[src/rtl/uart_pkg.sv]
// Shared UART definitions: transmitter state encoding, parity-mode
// constants and a helper that returns the number of bit times in one frame.
package uart_pkg;

    typedef enum logic [2:0] {
        IDLE,
        START,
        DATA,
        PARITY,
        STOP,
        BREAK,
        MARK
    } tx_state_t;

    localparam int PAR_NONE = 0;
    localparam int PAR_EVEN = 1;
    localparam int PAR_ODD  = 2;

    // Start bit + data bits + optional parity bit + stop bits.
    function automatic int uart_frame_bits(input int dataBits,
                                           input int parityMode,
                                           input int stopBits);
        return 1 + dataBits + ((parityMode != PAR_NONE) ? 1 : 0) + stopBits;
    endfunction

endpackage

[src/rtl/uart_baud_tick.sv]
// Bit-time counter shared by the UART transmitter and the planned receiver.
// Counts 0..BAUD_DIV-1 while enabled and flags the terminal count for one
// cycle. A synchronous clear parks the counter at zero so a new bit period
// always starts with a full BAUD_DIV cycles.
module uart_baud_tick #(
    parameter int BAUD_DIV = 100
) (
    input  logic clk,
    input  logic rst,
    input  logic i_clear,
    input  logic i_enable,
    output logic o_tick
);

    localparam int CW = (BAUD_DIV > 1) ? $clog2(BAUD_DIV) : 1;
    localparam logic [CW-1:0] TERMINAL = CW'(BAUD_DIV - 1);

    logic [CW-1:0] r_count;

    // Free-running bit-period counter, wrapping on the terminal count.
    always_ff @(posedge clk) begin
        if (rst || i_clear) begin
            r_count <= '0;
        end else if (i_enable) begin
            if (r_count == TERMINAL) begin
                r_count <= '0;
            end else begin
                r_count <= r_count + 1'b1;
            end
        end
    end

    assign o_tick = i_enable && (r_count == TERMINAL);

endmodule

[src/rtl/uart_tx_frame.sv]
// Parametrised UART transmitter with a valid/ready word interface.
// Frame: start bit, DATA_BITS data bits LSB first, optional even/odd parity,
// STOP_BITS stop bits. All outputs are registered; tx_done pulses for one
// cycle as the final stop bit ends, which is also the first ready cycle.
// Optional break generator enabled by defining UART_TX_FRAME_BREAK_EN.
module uart_tx_frame
    import uart_pkg::*;
#(
    parameter int BAUD_DIV    = 100,
    parameter int DATA_BITS   = 8,
    parameter int PARITY_MODE = 0,
    parameter int STOP_BITS   = 1
) (
    input  logic                 clk,
    input  logic                 rst,
`ifdef UART_TX_FRAME_BREAK_EN
    input  logic                 tx_break,
`endif
    input  logic [DATA_BITS-1:0] tx_data,
    input  logic                 tx_valid,
    output logic                 tx_ready,
    output logic                 tx,
    output logic                 tx_busy,
    output logic                 tx_done
);

    // Refuse to elaborate a configuration the frame logic cannot represent.
    if (BAUD_DIV < 2 || DATA_BITS < 5 || DATA_BITS > 9 ||
        PARITY_MODE < 0 || PARITY_MODE > 2 ||
        STOP_BITS < 1 || STOP_BITS > 2) begin : g_badParams
        $error("uart_tx_frame: illegal parameter combination");
    end

    localparam logic [3:0] LAST_DATA = 4'(DATA_BITS - 1);
    localparam logic [3:0] LAST_STOP = 4'(STOP_BITS - 1);
`ifdef UART_TX_FRAME_BREAK_EN
    localparam logic [3:0] LAST_FRAME =
        4'(uart_frame_bits(DATA_BITS, PARITY_MODE, STOP_BITS) - 1);
`endif

    tx_state_t            r_state;
    logic [DATA_BITS-1:0] r_shift;
    logic                 r_parity;
    logic [3:0]           r_bitIdx;
    logic                 r_tx;
    logic                 r_ready;
    logic                 r_busy;
    logic                 r_done;

    logic                 w_tick;
    logic                 w_clear;
    logic                 w_breakReq;

`ifdef UART_TX_FRAME_BREAK_EN
    assign w_breakReq = tx_break;
`else
    assign w_breakReq = 1'b0;
`endif

    // The bit timer is held at zero in IDLE so the start bit gets a full period.
    assign w_clear = (r_state == IDLE);

    uart_baud_tick #(
        .BAUD_DIV (BAUD_DIV)
    ) u_baudTick (
        .clk      (clk),
        .rst      (rst),
        .i_clear  (w_clear),
        .i_enable (!w_clear),
        .o_tick   (w_tick)
    );

    // Frame sequencer; every output is produced from a register here.
    always_ff @(posedge clk) begin
        if (rst) begin
            r_state  <= IDLE;
            r_shift  <= '0;
            r_parity <= 1'b0;
            r_bitIdx <= '0;
            r_tx     <= 1'b1;
            r_ready  <= 1'b0;
            r_busy   <= 1'b0;
            r_done   <= 1'b0;
        end else begin
            r_done <= 1'b0;
            case (r_state)
                IDLE: begin
                    r_tx     <= 1'b1;
                    r_ready  <= 1'b1;
                    r_busy   <= 1'b0;
                    r_bitIdx <= '0;
                    if (w_breakReq) begin
                        r_state <= BREAK;
                        r_tx    <= 1'b0;
                        r_ready <= 1'b0;
                        r_busy  <= 1'b1;
                    end else if (tx_valid && r_ready) begin
                        r_shift  <= tx_data;
                        r_parity <= (^tx_data) ^ (PARITY_MODE == PAR_ODD);
                        r_state  <= START;
                        r_tx     <= 1'b0;
                        r_ready  <= 1'b0;
                        r_busy   <= 1'b1;
                    end
                end
                START: begin
                    if (w_tick) begin
                        r_state <= DATA;
                        r_tx    <= r_shift[0];
                        r_shift <= r_shift >> 1;
                    end
                end
                DATA: begin
                    if (w_tick) begin
                        if (r_bitIdx == LAST_DATA) begin
                            r_bitIdx <= '0;
                            if (PARITY_MODE != PAR_NONE) begin
                                r_state <= PARITY;
                                r_tx    <= r_parity;
                            end else begin
                                r_state <= STOP;
                                r_tx    <= 1'b1;
                            end
                        end else begin
                            r_bitIdx <= r_bitIdx + 1'b1;
                            r_tx     <= r_shift[0];
                            r_shift  <= r_shift >> 1;
                        end
                    end
                end
                PARITY: begin
                    if (w_tick) begin
                        r_state <= STOP;
                        r_tx    <= 1'b1;
                    end
                end
                STOP: begin
                    if (w_tick) begin
                        if (r_bitIdx == LAST_STOP) begin
                            r_state  <= IDLE;
                            r_bitIdx <= '0;
                            r_done   <= 1'b1;
                            r_ready  <= 1'b1;
                            r_busy   <= 1'b0;
                        end else begin
                            r_bitIdx <= r_bitIdx + 1'b1;
                        end
                    end
                end
`ifdef UART_TX_FRAME_BREAK_EN
                BREAK: begin
                    // Hold the line low for at least one frame, longer while requested.
                    if (w_tick) begin
                        if (r_bitIdx == LAST_FRAME) begin
                            if (!tx_break) begin
                                r_state  <= MARK;
                                r_tx     <= 1'b1;
                                r_bitIdx <= '0;
                            end
                        end else begin
                            r_bitIdx <= r_bitIdx + 1'b1;
                        end
                    end
                end
                MARK: begin
                    if (w_tick) begin
                        r_state <= IDLE;
                        r_ready <= 1'b1;
                        r_busy  <= 1'b0;
                    end
                end
`endif
                default: begin
                    r_state <= IDLE;
                    r_tx    <= 1'b1;
                end
            endcase
        end
    end

    assign tx       = r_tx;
    assign tx_ready = r_ready;
    assign tx_busy  = r_busy;
    assign tx_done  = r_done;

endmodule
[config.mk]
export PLATFORM = sky130hd
export DESIGN_NAME = uart_tx_frame
export DESIGN_NICKNAME = d
export VERILOG_FILES = /design/src/rtl/uart_pkg.sv /design/src/rtl/uart_baud_tick.sv /design/src/rtl/uart_tx_frame.sv
export SDC_FILE = /design/constraint.sdc
export NUM_CORES = 1
export LEC_CHECK = 0
export ABC_AREA = 0
export BUFFER_PORTS_ARGS = -buffer_cell sky130_fd_sc_hd__buf_2
export CORE_MARGIN = 3
export CORE_UTILIZATION = 40
export CTS_CLUSTER_DIAMETER = 50
export DETAILED_ROUTE_END_ITERATION = 7
export PLACE_DENSITY_LB_ADDON = 0.3
export SLEW_MARGIN = 10
export SYNTH_ARGS = -nofsm -noshare
export SYNTH_HDL_FRONTEND = slang
export SYNTH_HIERARCHICAL = 1
export SYNTH_SLANG_ARGS = --single-unit
[constraint.sdc]
create_clock -name clk -period 3 [get_ports clk]
set_input_delay 0.6 -clock clk [delete_from_list [all_inputs] [get_ports clk]]
set_output_delay 0.6 -clock clk [all_outputs]
set_load 0.1 [all_outputs]
# Word level (Yosys, flattened, before mapping)
# Index checks and enable logic that the tools add are counted.
[word_totals]
regBits = 26
inputBits = 11
output_inout_bits = 4
word_cells = 74
[classes]
n_addsub = 2
eq_ne = 14
muxes = 33
bitwise = 2
reduce_logical = 15
[ops]
columns = ["cell", "count"]
rows = [
  ["8-bit two-way mux", 4],
  ["8-bit case mux with 3 select lines", 1],
  ["3-bit two-way mux", 7],
  ["4-bit two-way mux", 4],
  ["3-bit case mux with 5 select lines", 1],
  ["4-bit case mux with 3 select lines", 1],
  ["1-bit two-way mux", 11],
  ["2-bit by 1-bit inequality test with 1-bit output, second input constant", 4],
  ["2-bit inequality test, second input constant", 4],
  ["7-bit by 1-bit adder with 7-bit output, second input constant", 1],
  ["7-bit == test, second input constant", 1],
  ["7-bit two-way mux", 1],
  ["7-bit AND reduction", 1],
  ["3-bit by 2-bit == test with 1-bit output, second input constant", 2],
  ["3-bit AND reduction", 2],
  ["3-bit nonzero test", 2],
  ["1-bit case mux with 5 select lines", 1],
  ["5-bit AND reduction", 1],
  ["4-bit by 1-bit adder with 4-bit output, second input constant", 1],
  ["4-bit by 3-bit == test with 1-bit output, second input constant", 1],
  ["4-bit logical NOT", 1],
  ["1-bit case mux with 2 select lines", 2],
  ["4-bit AND reduction", 1],
  ["3-bit by 1-bit == test with 1-bit output, second input constant", 1],
  ["other kinds (8)", 10],
]

# Depth between registers and ports, before layout
[depth]
ltp_word = 5
depth_mapped = 10
ltp_nobuf = 8

# By module
# The synthesis kept the hierarchy.
[modules_own_cells]
columns = ["mod", "n_inst", "cells_each", "area_each_um2"]
rows = [
  ["uart_tx_frame", 1, 133, 1202.4],
  ["uart_baud_tick", 1, 36, 364.1],
]

# Worst setup path after synthesis
# OpenSTA, ideal clock, no wires.
[synth_timing]
path_type = "reg2reg"
from = "register r_state[2]"
to = "register r_bitIdx[2]"
setup_time_ps = 74
t_arrival_ps = 2626
t_required_ps = 2926
setup_slack_ps = 300
path_stages_with_launch = 11
cell_sequence = "dfxtp_1 buf_2 clkinv_1 nand2_1 buf_4 nand3_2 nor4_1 inv_1 maj3_2 or4b_1 a31oi_1"
[synth_via]
elab_chain_cells = 5
[synth_rtl]
columns = ["element", "line_no", "text"]
rows = [
  ["from (decl)", "uart_tx_frame.sv:41", "tx_state_t r_state;"],
  ["from (signal assigned)", "uart_tx_frame.sv:76", "r_state <= IDLE;"],
  ["from (signal assigned)", "uart_tx_frame.sv:93", "r_state <= BREAK;"],
  ["from (signal assigned)", "uart_tx_frame.sv:100", "r_state <= START;"],
  ["3-bit logical NOT *", "--", ""],
  ["1-bit logical NOT *", "uart_tx_frame.sv:69", ".i_enable (!w_clear),"],
  ["1-bit logical AND *", "uart_baud_tick.sv:33", "assign o_tick = i_enable && (r_count == TERMINAL);"],
  ["net w_tick", "uart_tx_frame.sv:50", "logic w_tick;"],
  ["2-bit by 1-bit inequality test with 1-bit output (no source line)", "--", ""],
  ["3-bit AND reduction (no source line) *", "--", ""],
  ["to (signal assigned)", "uart_tx_frame.sv:125", "r_bitIdx <= r_bitIdx + 1'b1;"],
  ["to (signal assigned)", "uart_tx_frame.sv:146", "r_bitIdx <= r_bitIdx + 1'b1;"],
  ["to (decl)", "uart_tx_frame.sv:44", "logic [3:0] r_bitIdx;"],
]
# The timed path passes the listed nets; every way through them passes the cells marked *.
# A chain may end at the register's enable or synchronous reset.

# Final worst setup path
# Same ends and word-level chain as after synthesis.

==> results.ini <==
[grt]
track_usage_pct=15.18
grt_max_degree=30
grt_pass1_vias=1206
grt_pass1_wl_um=5451
antenna_found_initial=0
overflow=0

[logic_synthesis]
synth_top_cell_by_area=dfxtp_1
synth_edf_count=0
synth-xor-area-share_pct=3.355
synth-simple-area-share_pct=25.32
ys_seq_area_share_pct=33.23
syn_nets=183
synth_compound_area_share_pct=22.76
ys_async_sr_fraction_pct=0
ys.flop_type=dfxtp_1
synthCells=169
synth_top_area_share_pct=33.23
synth.area.top_cells=dfxtp_1 33%, mux2_4 6.7%, o21ai_0 5.1%, a21oi_1 4.5%, o41ai_4 3.5%
ys_seq_elements=26
ys_warn_count=6
muxShareOfSynthArea_pct=7.987
synth_top_family_by_area=simple AND/OR/NAND/NOR gates
ys_types=51
avgSynthCellArea_um2=9.269
synth-adder-area-share_pct=3.115
synth_area_um2=1567

[timing]
fmax_ghz=0.3868
setup_violations=0
max_slew_margin_pct=65.11
holdWs_ns=0.4839
skew_ns=0.006477
finalCritPeriodShare_pct=86.18
fin_ws_ns=0.4147
grt_setup_unrepaired=false
fin_setup_tns_ns=0
period_needed_ns=2.585
hold_viol_final=0
final_max_slew_viol_count=0
tightest_slew_ns=0.5215

[route]
routed_wl_um=3228
antenna_violating_nets_post_route=0
firstDrtPassIters=4
drc=0
avgViaCountPerCell=5.478
drt_iter0_drc=65
wl_per_cell_um=13.91
vias=1271

[placed_design]
dp_slack_ns=0.2571
place_hpwl_um=2342
gp_congestion=0.8398
io_buffers=14
dp_cells=228
postPlaceCellArea_um2=1690

[worst_setup_path]
critPathLaunchType=flip-flop
cp_max_fo=8
arrival_ns=2.79
critPathKind=reg -> reg
r2r_start=r_state[2]
crit_path_end_kind=flip-flop
path_cells=clkinv_1, nand2_1, nand3_2, nor4_2, inv_1, maj3_2, or4b_1, a31oi_1
crit_required_ns=3.21
rrSetupSlack_ns=0.41
slowest_stage=or4b_1
critPathMaxStageDelay_ns=0.51
reg2reg_to=r_bitIdx[2]
r2r_cells=8

[floorplan]
dieArea_um2=4703
coreArea_um2=3716
pin_count=15
die_x_um=68.58
die_h_um=68.58
fp-row-count=22
initial_core_util_pct=42.15

[power]
p_leak_nw=0.6300
p_comb_share_pct=18.0
seqPwrFrac_pct=50.5
p_clk_share_pct=31.5
finalPower_mw=0.7275
power_density_nw_per_um2=415.3
p_int_mw=0.5273
switching_share_pct=27.51
vdd_drop_max_v=0.0001575
p_sw_mw=0.2001

[layout]
final_nets=199
mostFrequentLayoutCells=26 x dfxtp_1, 16 x o21ai_0, 14 x a21oi_1, 14 x buf_2
layout-drive-gt1-share_pct=25.00
antenna_cells=0
fin_cells=232
fin_util_pct=47.14
multi_input_area_um2=985.9
seqCellArea_um2=520.5
layout_commonest_cell=dfxtp_1
syn2layout_area_growth_pct=11.82
fill_cells=378
final_area_um2=1752

[clock_network]
path_clk_slew_ns=0.09
htreeDepth=1
cts.sinks=26
cts_buffers=3
clockBufferDepth=2
post_cts_buffers=0
post_cts_resized=0
hold_buffers=0
clock_latency_ns=0.27
clockRootBuffer=clkbuf_8
cts_tree=done

[job]
drv_cap=0

[outcome]
outcome=completed

[hold_path]
min_to=r_shift[7]
hold_depth=2
hp-start=r_shift[7]
hold_path.class=reg -> reg

## power by group through the flow
stage          clock network (mW)  logic, mW  registers [mW]
3_5_place_dp                    0      0.132           0.375
6_report                    0.229      0.131           0.367
2_1_floorplan                   0     0.0775           0.402
4_1_cts                     0.240      0.132           0.368
5_1_grt                     0.253      0.142           0.369
3_3_place_gp                    0      0.129           0.375
## critical path: cells and delay by family (launching register included)
kind,cells,cell delay [ns]
simple gates,4,1.38
fa+ha+maj,1,0.39
flops,1,0.35
buf+inv,2,0.24
compound gates,1,0.16
## Yosys cell counts (all sizes together) (2+ instances only)
cell type  number
dfxtp          26
o21ai          16
a21oi          15
nand3          11
nor2           10
nor2b           8
mux2            7
nand2           7
nand2b          6
inv             5
nor3            5
buf             4
clkbuf          4
xor2            4
ha              3
or4b            3
a31oi           2
mux2i           2
nand4           2
nor3b           2
o31a            2
o41ai           2
or3             2
or4bb           2
xnor2           2
## cell families (layout without fill, tap and decap cells)
family	Yosys count	count (layout)
and+or+nand+nor	63	63
AOI/OAI and AO/OA	47	47
DFF	26	26
buffers and inverters	14	29
muxes	9	9
xor gates and xnor gates	6	6
adders and majority gates	4	4
## state kept, by name (all words and copies together), names as in the netlist
name and cells:
r_shift 8, u_baudTick/r_count 7, r_bitIdx 4, r_state 3, tx 1, tx_busy 1, tx_done 1, tx_ready 1
## worst max-delay path by stage
| stage | from | to | slack [ns] | depth (start not counted) |
|---|---|---|---|---|
| global route | r_state[2] | r_bitIdx[2] | 0.21 | 8 |
| CTS | r_state[2] | r_bitIdx[2] | 0.25 | 8 |
| global placement | r_state[2] | r_bitIdx[2] | 0.41 | 8 |
| floorplan | r_state[2] | r_bitIdx[2] | 0.30 | 10 |
| detailed placement | r_state[2] | r_bitIdx[2] | 0.26 | 8 |
| finish | r_state[2] | r_bitIdx[2] | 0.41 | 8 |
## per-layer routing
| metal | wire length, um | up-vias | track usage [%] |
|---|---|---|---|
| met5 | 0 | - | 0 |
| met4 | 40 | 0 | 6.700 |
| met3 | 99 | 4 | 2.917 |
| met2 | 1549 | 19 | 25.27 |
| met1 | 1538 | 601 | 18.86 |
| li1 | - | 647 | - |
## area by class of cell
class                   instances  share of cell area [%]
multi-input cells             129                   56.29
flip-flops and latches         26                   29.71
inverters                       6                   1.286
clock buffers                   4                   3.143
repair buffers                 19                   6.143
well taps                      48                   3.429
Power figures use the tool's default switching activity.
